<file path="src/rtl/proc_pkg.sv">
// Shared processor definitions: PC width, interrupt vectors and sequencer state encoding.
package proc_pkg;

   localparam int ADDR_W = 10;

   localparam logic [ADDR_W-1:0] DIR_TIMER     = 10'h3FA;
   localparam logic [ADDR_W-1:0] DIR_EXCEPTION = 10'h3FB;
   localparam logic [ADDR_W-1:0] DIR_PORT      = 10'h3FC;
   localparam logic [ADDR_W-1:0] DIR_SYSCALL   = 10'h3FD;

   typedef enum logic [1:0] {
      IDLE,
      PEND,
      ENTER,
      RETURN
   } isq_state_t;

endpackage

</file>
<file path="src/rtl/ret_addr_stack.sv">
// Return-address LIFO for nested interrupt handlers; top entry is readable combinationally.
module ret_addr_stack #(
   parameter int ADDR_W = 10,
   parameter int DEPTH  = 4,
   localparam int CW = $clog2(DEPTH + 1),
   localparam int IW = (DEPTH > 1) ? $clog2(DEPTH) : 1
) (
   input  logic              clk,
   input  logic              reset,
   input  logic              push,
   input  logic              pop,
   input  logic [ADDR_W-1:0] push_data,
   output logic [ADDR_W-1:0] top_data,
   output logic              full,
   output logic              empty,
   output logic [CW-1:0]     count
);

   logic [ADDR_W-1:0] mem [DEPTH];
   logic [IW-1:0]     top_idx;

   assign full     = (count == CW'(DEPTH));
   assign empty    = (count == '0);
   assign top_idx  = IW'(count - CW'(1));
   assign top_data = empty ? '0 : mem[top_idx];

   // Storage needs no reset: only entries below count are ever read.
   always_ff @(posedge clk) begin
      if (push && !full) begin
         mem[IW'(count)] <= push_data;
      end
   end

   always_ff @(posedge clk) begin
      if (reset) begin
         count <= '0;
      end else if (push && !full) begin
         count <= count + CW'(1);
      end else if (pop && !empty) begin
         count <= count - CW'(1);
      end
   end

endmodule

</file>
<file path="src/rtl/interrupt_sequencer.sv">
// Core-side interrupt responder: holds one pending request, enters the handler at an
// instruction boundary, and returns to the saved PC on reti.
module interrupt_sequencer
   import proc_pkg::*;
#(
   parameter int ADDR_W = proc_pkg::ADDR_W,
   parameter int DEPTH  = 4
) (
   input  logic                       clk,
   input  logic                       reset,
   input  logic                       s_interruption,
   input  logic [ADDR_W-1:0]          dir_int,
   input  logic                       instr_boundary,
   input  logic [ADDR_W-1:0]          pc_next,
   input  logic                       reti,
   output logic                       pc_redirect,
   output logic [ADDR_W-1:0]          pc_target,
   output logic                       s_finished,
   output logic                       in_handler,
   output logic [$clog2(DEPTH+1)-1:0] depth,
   output logic                       err_underflow,
   output logic                       err_overrun
);

   isq_state_t        state;
   logic              pending;
   logic              pending_next;
   logic [ADDR_W-1:0] vec_q;
   logic              boundary_ok;
   logic              take_entry;
   logic              take_ret;
   logic              take_underflow;
   logic              overrun;
   logic              stack_full;
   logic              stack_empty;
   logic [ADDR_W-1:0] top_addr;

   // Boundaries seen while a redirect is flushing fetch belong to a squashed instruction.
   always_comb begin
      boundary_ok    = instr_boundary && ((state == IDLE) || (state == PEND));
      take_ret       = boundary_ok && reti && !stack_empty;
      take_underflow = boundary_ok && reti && stack_empty;
      take_entry     = boundary_ok && !reti && pending && !stack_full;
      overrun        = s_interruption && pending && !take_entry;
      pending_next   = pending;
      if (s_interruption && !overrun) begin
         pending_next = 1'b1;
      end else if (take_entry) begin
         pending_next = 1'b0;
      end
   end

   ret_addr_stack #(
      .ADDR_W (ADDR_W),
      .DEPTH  (DEPTH)
   ) u_stack (
      .clk       (clk),
      .reset     (reset),
      .push      (take_entry),
      .pop       (take_ret),
      .push_data (pc_next),
      .top_data  (top_addr),
      .full      (stack_full),
      .empty     (stack_empty),
      .count     (depth)
   );

   assign in_handler = !stack_empty;

   // Redirect target is sampled from vec_q before a same-cycle request can overwrite it.
   always_ff @(posedge clk) begin
      if (reset) begin
         state         <= IDLE;
         pending       <= 1'b0;
         vec_q         <= '0;
         pc_redirect   <= 1'b0;
         pc_target     <= '0;
         s_finished    <= 1'b0;
         err_underflow <= 1'b0;
         err_overrun   <= 1'b0;
      end else begin
         pc_redirect   <= take_entry || take_ret;
         s_finished    <= take_ret;
         err_underflow <= take_underflow;
         err_overrun   <= overrun;
         pending       <= pending_next;
         if (s_interruption && !overrun) begin
            vec_q <= dir_int;
         end
         if (take_entry) begin
            pc_target <= vec_q;
            state     <= ENTER;
         end else if (take_ret) begin
            pc_target <= top_addr;
            state     <= RETURN;
         end else begin
            state <= pending_next ? PEND : IDLE;
         end
      end
   end

endmodule

</file>
<file path="config.mk">
export PLATFORM = sky130hd
export DESIGN_NAME = interrupt_sequencer
export DESIGN_NICKNAME = d
export VERILOG_FILES = /design/src/rtl/proc_pkg.sv /design/src/rtl/ret_addr_stack.sv /design/src/rtl/interrupt_sequencer.sv
export SDC_FILE = /design/constraint.sdc
export NUM_CORES = 1
export LEC_CHECK = 0
export ABC_CLOCK_PERIOD_IN_PS = 4940
export CAP_MARGIN = 20
export CORE_MARGIN = 8
export CORE_UTILIZATION = 50
export DETAILED_ROUTE_END_ITERATION = 10
export PLACE_DENSITY = 0.81
export SLEW_MARGIN = 10
export SYNTH_ARGS = -nofsm -noshare
export SYNTH_HDL_FRONTEND = slang
export SYNTH_SLANG_ARGS = --single-unit
</file>
<file path="constraint.sdc">
create_clock -name clk -period 4.94 [get_ports clk]
set_clock_uncertainty 0.2 [all_clocks]
set_input_delay 0.988 -clock clk [delete_from_list [all_inputs] [get_ports clk]]
set_output_delay 0.988 -clock clk [all_outputs]
set_load 0.01 [all_outputs]
</file>
==> metrics.md, run 1 <==
| Metric | Value |
|---|---|
| Area Overhead vs Synth | 24.0% |
| Count leader, synth | edfxtp_1 |
| Period utilisation layout | 0.728 |
| Worst-skew pair later-pin latency | 0.33 ns |
| First-pass DRT Iterations | 4 |
| MaxCap Viol Count | 0 |
| Synth Flop Type | edfxtp_1 |
| Postcts setup bufs | 0 |
| Fillers | 404 |
| Pwr Density | 377 nW/um^2 |
| Max-slew violation count | 0 |
| Final Hold Fails | 0 |
| Post-cts sizing count | 0 |
| Gr usage total | 0.141 |
| Post-Route WL | 5320 um |
| CP delay by family, top | flip-flops |
| Vias in the first global route | 1717 |
| Post-synthesis xor/xnor area fraction | 0 |
| Met2 WL | 2470 um |
| Synth area leader | edfxtp_1 |
| Avg WL per Cell | 17.3 um |
| Largest net degree at the start of global routing | 40 |
| WP buf/inv | 2 |
| Mux contribution to synthesized area | 0.129 |
| Crit-path max FO | 15 |
| CP max stage cell | dfxtp_1 |
| Via density | around 5.4 |
| DIE HEIGHT | 90.4 um |
| Final setup fails | 0 |
| Final TNS setup | 0 ns |
| Post-synth top cells | edfxtp_1 (40), dfxtp_1 (28), nand2b_1 (20), a21oi_1 (13) |
| Syn Area/Cell | 14.6 um^2 |
| Share of Yosys cell area claimed by the top area cell type | 0.434 |
| Root buffer cell | clkbuf_8 |
| Worst setup SP type | flop |
| Max VDD drop | 250 uV |
| Critical path endpoint category | output port |
| Min Tclk post-route | 3.60 ns |
| Via count | 1678 |
| Simple-gate area share of the yosys netlist | 0.109 |
| Leak | 1.17 nW |
| Dominant cells by area after synthesis | edfxtp_1 (43%), dfxtp_1 (20%), mux4_2 (6.5%) |
| Num ports | 43 |
| Layout cell share with drive strength beyond 1 | 0.131 |
| CTS tree | built |
| Crit Path Class | reg -> out |
| Post-synth EDFFs | 40 |
| Final Cell Area | around 3400 um^2 |
| Worst Hold Class | reg -> reg |
| Synth Warn # | 0 |
| Unrepaired setup endpoints after global routing | no |
| Post-Syn Area | 2770 um^2 |
| Sink Count | 68 |
| Core Box Area | 5440 um^2 |
| RD Place Congestion | 0.752 |
| H-tree depth | 3 |
| Clock slew at reported path FFs | 0.07 ns |
| Crit path DAT | 2.41 ns |
| Drt drc | 0 |
| WL met1 | 2460 um |
| Initial Utilization | 0.509 |
| Crit path required time | 3.75 ns |
| Site Rows | 27 |
| Post-DP HPWL | 3750 um |
| Syn nets | 220 |
| Placed Area | ~3200 um^2 |
| Clock Path Buffers | 2 |
| Slew HR | 0.491 |
| Slew @ Worst Pin | 0.763 ns |
| Synth Instances | 190 |
| Post-synthesis sequential area ratio | 0.636 |
| Asr flop ratio synth | 0 |
| Synthesized flop and latch total | 68 |
| ANT nets after route | 0 |
| Number of antenna diodes | 0 |
| Final Power | 1.29 mW |
| Top Metal Used | met4 |
| Die Wd | 90.4 um |
| Nets@finish | 261 |
| Initial antenna violation count | 0 |
| Outcome | complete, no violations |
| Synth Area in Compound Gates | 0.0687 |
| Remaining global-route overflow | 0 |
| Largest family of logic cells by synthesized area | multiplexers |
| Iter 0 DRT Violations | 67 |
| CP peak stage delay | 0.82 ns |
| Worst-path cell chain | inv_1 > ha_1 > nand2b_4 > clkdlybuf4s50_1 |
| Post-Synth Adder-Cell Area | 0.0226 |
| DR WL met3 | around 320 um |
| DIE AREA | 8170 um^2 |
| Port-buffer cells | 42 |
| Total CTS buffers | 9 |
| Hold buffers post-CTS | 0 |
| First-pass GRT wire length | 9030 um |
| Fmax achieved | 278 MHz |
| Final Util | 0.631 |
| Library cells used by synthesis | 30 |
## where the power goes
part	total [mW]	switching [mW]	internal (mW)
registers	0.630	0.0141	0.615
clock network	0.542	0.206	0.336
logic	0.122	0.0548	0.0669
total	1.29	0.275	1.02
## worst reg2reg max path, cell delays in order (launching register included)
cell,delay [ns]
dfxtp_1,0.82
inv_1,0.24
ha_1,0.36
a21oi_2,0.20
and3_1,0.62
and2_1,0.54
## metrics by stage
stage / worst slack (ns) / std cells / hold slack, ns
final: 1.34 / 308 / 0.271
after global routing: 1.15 / 308 / 0.300
after global placement: 1.62 / 291 / 0.258
after floorplan: 2.47 / 190 / 0.246
after detailed placement: 1.50 / 292 / 0.257
after CTS: 1.28 / 308 / 0.269
## final cells by class
type / instances / area (um^2) / share of cell area
multi-input combinational: 107 / 912 / 0.266
tap: 72 / 90.1 / 0.0262
timing repair buffer: 43 / 423 / 0.123
clock buffer: 10 / 128 / 0.0372
clock inverter: 6 / 113 / 0.0328
sequential: 68 / 1760 / 0.513
inverter: 2 / 7.51 / 0.00219
## state kept, by name, indices dropped and copies added, names as in the netlist
signal and cells:
u_stack.mem 40, pc_target 10, vec_q 10, u_stack.count 3
err_overrun 1, err_underflow 1, pc_redirect 1, pending 1
s_finished 1
## kinds of logic after synthesis
family,Yosys count
adder cells (fa/ha/maj),5
AND/OR/NAND/NOR,53
buffers and inverters,15
AO/OA/AOI/OAI,27
multiplexers,22
flip-flops,68
## layout by cell type, fill, tap and decap left out
cell type	n
mux2i_1	11
a21oi_2	1
nand3_1	11
clkbuf_8	9
clkinv_2	1
a211oi_2	1
buf_4	1
nand2b_1	20
mux4_1	2
nand2b_4	1
a211oi_1	1
clkbuf_1	1
mux4_2	8
and3_1	2
and2_1	4
nor2b_2	1
nor2_1	4
mux2_4	1
buf_2	1
dfxtp_1	28
inv_1	2
bufinv_16	3
a22oi_1	9
ha_1	5
edfxtp_1	40
a21oi_1	13
clkinv_4	2
a22oi_4	1
clkdlybuf4s50_1	41
nand2_1	4
nor2b_1	1
a21boi_1	1
nor3_1	5
## worst paths after layout
kind | from | end | slack, ns | depth (start not counted)
max | u_stack.count[0] | in_handler | 1.34 | 4
max reg2reg | u_stack.count[0] | u_stack.mem[0][1] | 1.60 | 5
min reg2reg | pc_target[8] | pc_target[8] | 0.27 | 2
min | pc_target[8] | pc_target[8] | 0.27 | 2
## routing by layer
metal	track usage	vias to the layer above
met3	0.0474	6
met1	0.180	818
met2	0.213	65
met5	0	-
li1	-	789
met4	0.0583	0
(Power assumes the default switching activity.)
==> run 2: changes to the inputs <==
--- a/config.mk
+++ b/config.mk
@@ -5,10 +5,10 @@
 export SDC_FILE = /design/constraint.sdc
 export NUM_CORES = 1
 export LEC_CHECK = 0
-export ABC_CLOCK_PERIOD_IN_PS = 4940
+export ABC_CLOCK_PERIOD_IN_PS = 3100
 export CAP_MARGIN = 20
 export CORE_MARGIN = 8
-export CORE_UTILIZATION = 50
+export CORE_UTILIZATION = 48
 export DETAILED_ROUTE_END_ITERATION = 10
 export PLACE_DENSITY = 0.81
 export SLEW_MARGIN = 10
==> constraint.sdc (replaced) <==
create_clock -name clk -period 3.1 [get_ports clk]
set_clock_uncertainty 0.2 [all_clocks]
set_input_delay 0.62 -clock clk [delete_from_list [all_inputs] [get_ports clk]]
set_output_delay 0.62 -clock clk [all_outputs]
set_load 0.01 [all_outputs]
==> metrics.md, run 2 (synthesis gave the netlist of run 1 again) <==
| Metric | Value |
|---|---|
| Outcome | complete, no violations |
| Final Util | 0.620 |
| Site Rows | 27 |
| Crit path DAT | approximately 1.9 ns |
| Worst-skew pair later-pin latency | 0.34 ns |
| Max-slew violation count | 0 |
| Unrepaired setup endpoints after global routing | no |
| Most flops, register | u_stack.mem |
| CP max stage cell | clkdlybuf4s50_1 |
| DIE HEIGHT | 92.0 um |
| Via count | 1681 |
| Post-Route WL | 5590 um |
| H-tree depth | 3 |
| Num ports | 43 |
| Final Hold Fails | 0 |
| RD Place Congestion | 0.757 |
| Clock Path Buffers | 2 |
| Initial Utilization | 0.500 |
| Min Tclk post-route | about 2.7 ns |
| Layout cell share with drive strength beyond 1 | 0.134 |
| Avg WL per Cell | 18.0 um |
| Most used cells in the layout excluding fill and tap cells | clkdlybuf4s50_1 (42), edfxtp_1 (40), dfxtp_1 (28) |
| Commonest non-fill, non-tap cell in the layout | clkdlybuf4s50_1 |
| Final TNS setup | 0 ns |
| Post-cts sizing count | 0 |
| Vias in the first global route | 1739 |
| Postcts setup bufs | 0 |
| Crit-path max FO | 5 |
| Final setup fails | 0 |
| Sink Count | between 60 and 70 |
| Leak | roughly 1.2 nW |
| Drt drc | 0 |
| Worst setup SP type | flop |
| Gr usage total | 0.140 |
| Period utilisation layout | 0.860 |
| Post-DP HPWL | 3870 um |
| Worst Hold Class | reg -> reg |
| Worst-path cell chain | inv_1 > ha_1 > nand2b_4 > clkdlybuf4s50_1 |
| Fmax achieved | 375 MHz |
| MaxCap Viol Count | 0 |
| Number of antenna diodes | 0 |
| Iter 0 DRT Violations | just over 60 |
| Crit path required time | between 2 and 2.5 ns |
| Slew @ Worst Pin | 0.522 ns |
| Max VDD drop | 375 uV |
| Die Wd | 92.0 um |
| Nets@finish | about 260 |
| CTS tree | built |
| Fillers | approximately 440 |
| Dpl cells | 295 |
| Total CTS buffers | 9 |
| First-pass DRT Iterations | 4 |
| Pwr Density | 577 nW/um^2 |
| Critical path endpoint category | output port |
| Crit Path Class | reg -> out |
| CP peak stage delay | 0.55 ns |
| Port-buffer cells | 42 |
| Final cell count without fillers | 311 |
| Hold buffers post-CTS | 0 |
| Initial antenna violation count | 0 |
| Clock slew at reported path FFs | 0.07 ns |
| Fin Hold WS | 0.273 ns |
| Root buffer cell | clkbuf_8 |
| ANT nets after route | 0 |
| Largest net degree at the start of global routing | 35 |
| First-pass GRT wire length | 9150 um |
| Core Box Area | about 5500 um^2 |
| Max reg flops | 40 |
| DIE AREA | 8450 um^2 |
| Slew HR | 0.651 |
| Area Overhead vs Synth | 24.1% |
| Via density | 5.41 |
| Biggest regs | u_stack.mem x40, pc_target x10, vec_q x10 |
| Remaining global-route overflow | 0 |
[run 2: final timing paths]
check / from / end / slack (ns) / cells past startpoint
hold reg to reg: pc_target[5] / pc_target[5] / 0.27 / 2
setup reg to reg: u_stack.count[1] / u_stack.mem[0][4] / 0.72 / 5
setup / recovery: u_stack.count[1] / in_handler / 0.43 / 4
hold / removal: pc_target[5] / pc_target[5] / 0.27 / 2
[run 2: area by class of cell]
type / count / area (um^2) / share of cell area
timing repair buffer: 46 / 450 / 0.131
clock inverter: 7 / 91.3 / 0.0266
inverter: 2 / 7.51 / 0.00218
clock buffer: 9 / 124 / 0.0360
multi-input combinational: 107 / 912 / 0.265
tap: 72 / 90.1 / 0.0262
sequential: 68 / 1760 / 0.513
[run 2: critical path, delay by kind of cell, from the launching register on]
family	cells	cell delay (ns)
buf+inv	2	0.67
flops	1	0.44
fa+ha+maj	1	0.29
simple gates	1	0.12
[run 2: routing by layer]
layer / GRT usage / vias to the layer above / wire length [um]
met5: 0 / - / 0
met4: 0.0631 / 0 / 80
met3: 0.0554 / 7 / 365
met2: 0.201 / 49 / 2540
met1: 0.181 / 832 / 2600
li1: - / 793 / -
[run 2: metrics by stage]
stage                     setup WS [ns]  total power [mW]  cell area, um^2
after global placement            0.533              1.22             3220
after CTS                         0.400              2.00             3440
after global routing              0.362              2.05             3440
after floorplan                   0.627              1.14             2770
after detailed placement          0.438              1.22             3220
final                             0.433              1.98             3440
[run 2: power breakdown]
group,internal (mW),switching [mW],leakage (nW)
Sequential,0.981,0.0163,0.589
Combinational,0.110,0.0958,0.475
Clock,0.448,0.333,0.101
==> run 3: changes to the inputs <==
--- a/config.mk
+++ b/config.mk
@@ -6,7 +6,6 @@
 export NUM_CORES = 1
 export LEC_CHECK = 0
 export ABC_CLOCK_PERIOD_IN_PS = 3100
-export CAP_MARGIN = 20
 export CORE_MARGIN = 8
 export CORE_UTILIZATION = 48
 export DETAILED_ROUTE_END_ITERATION = 10
==> results of run 3 <==
Same layout as run 2: the final DEF is identical, and so are final timing and power.
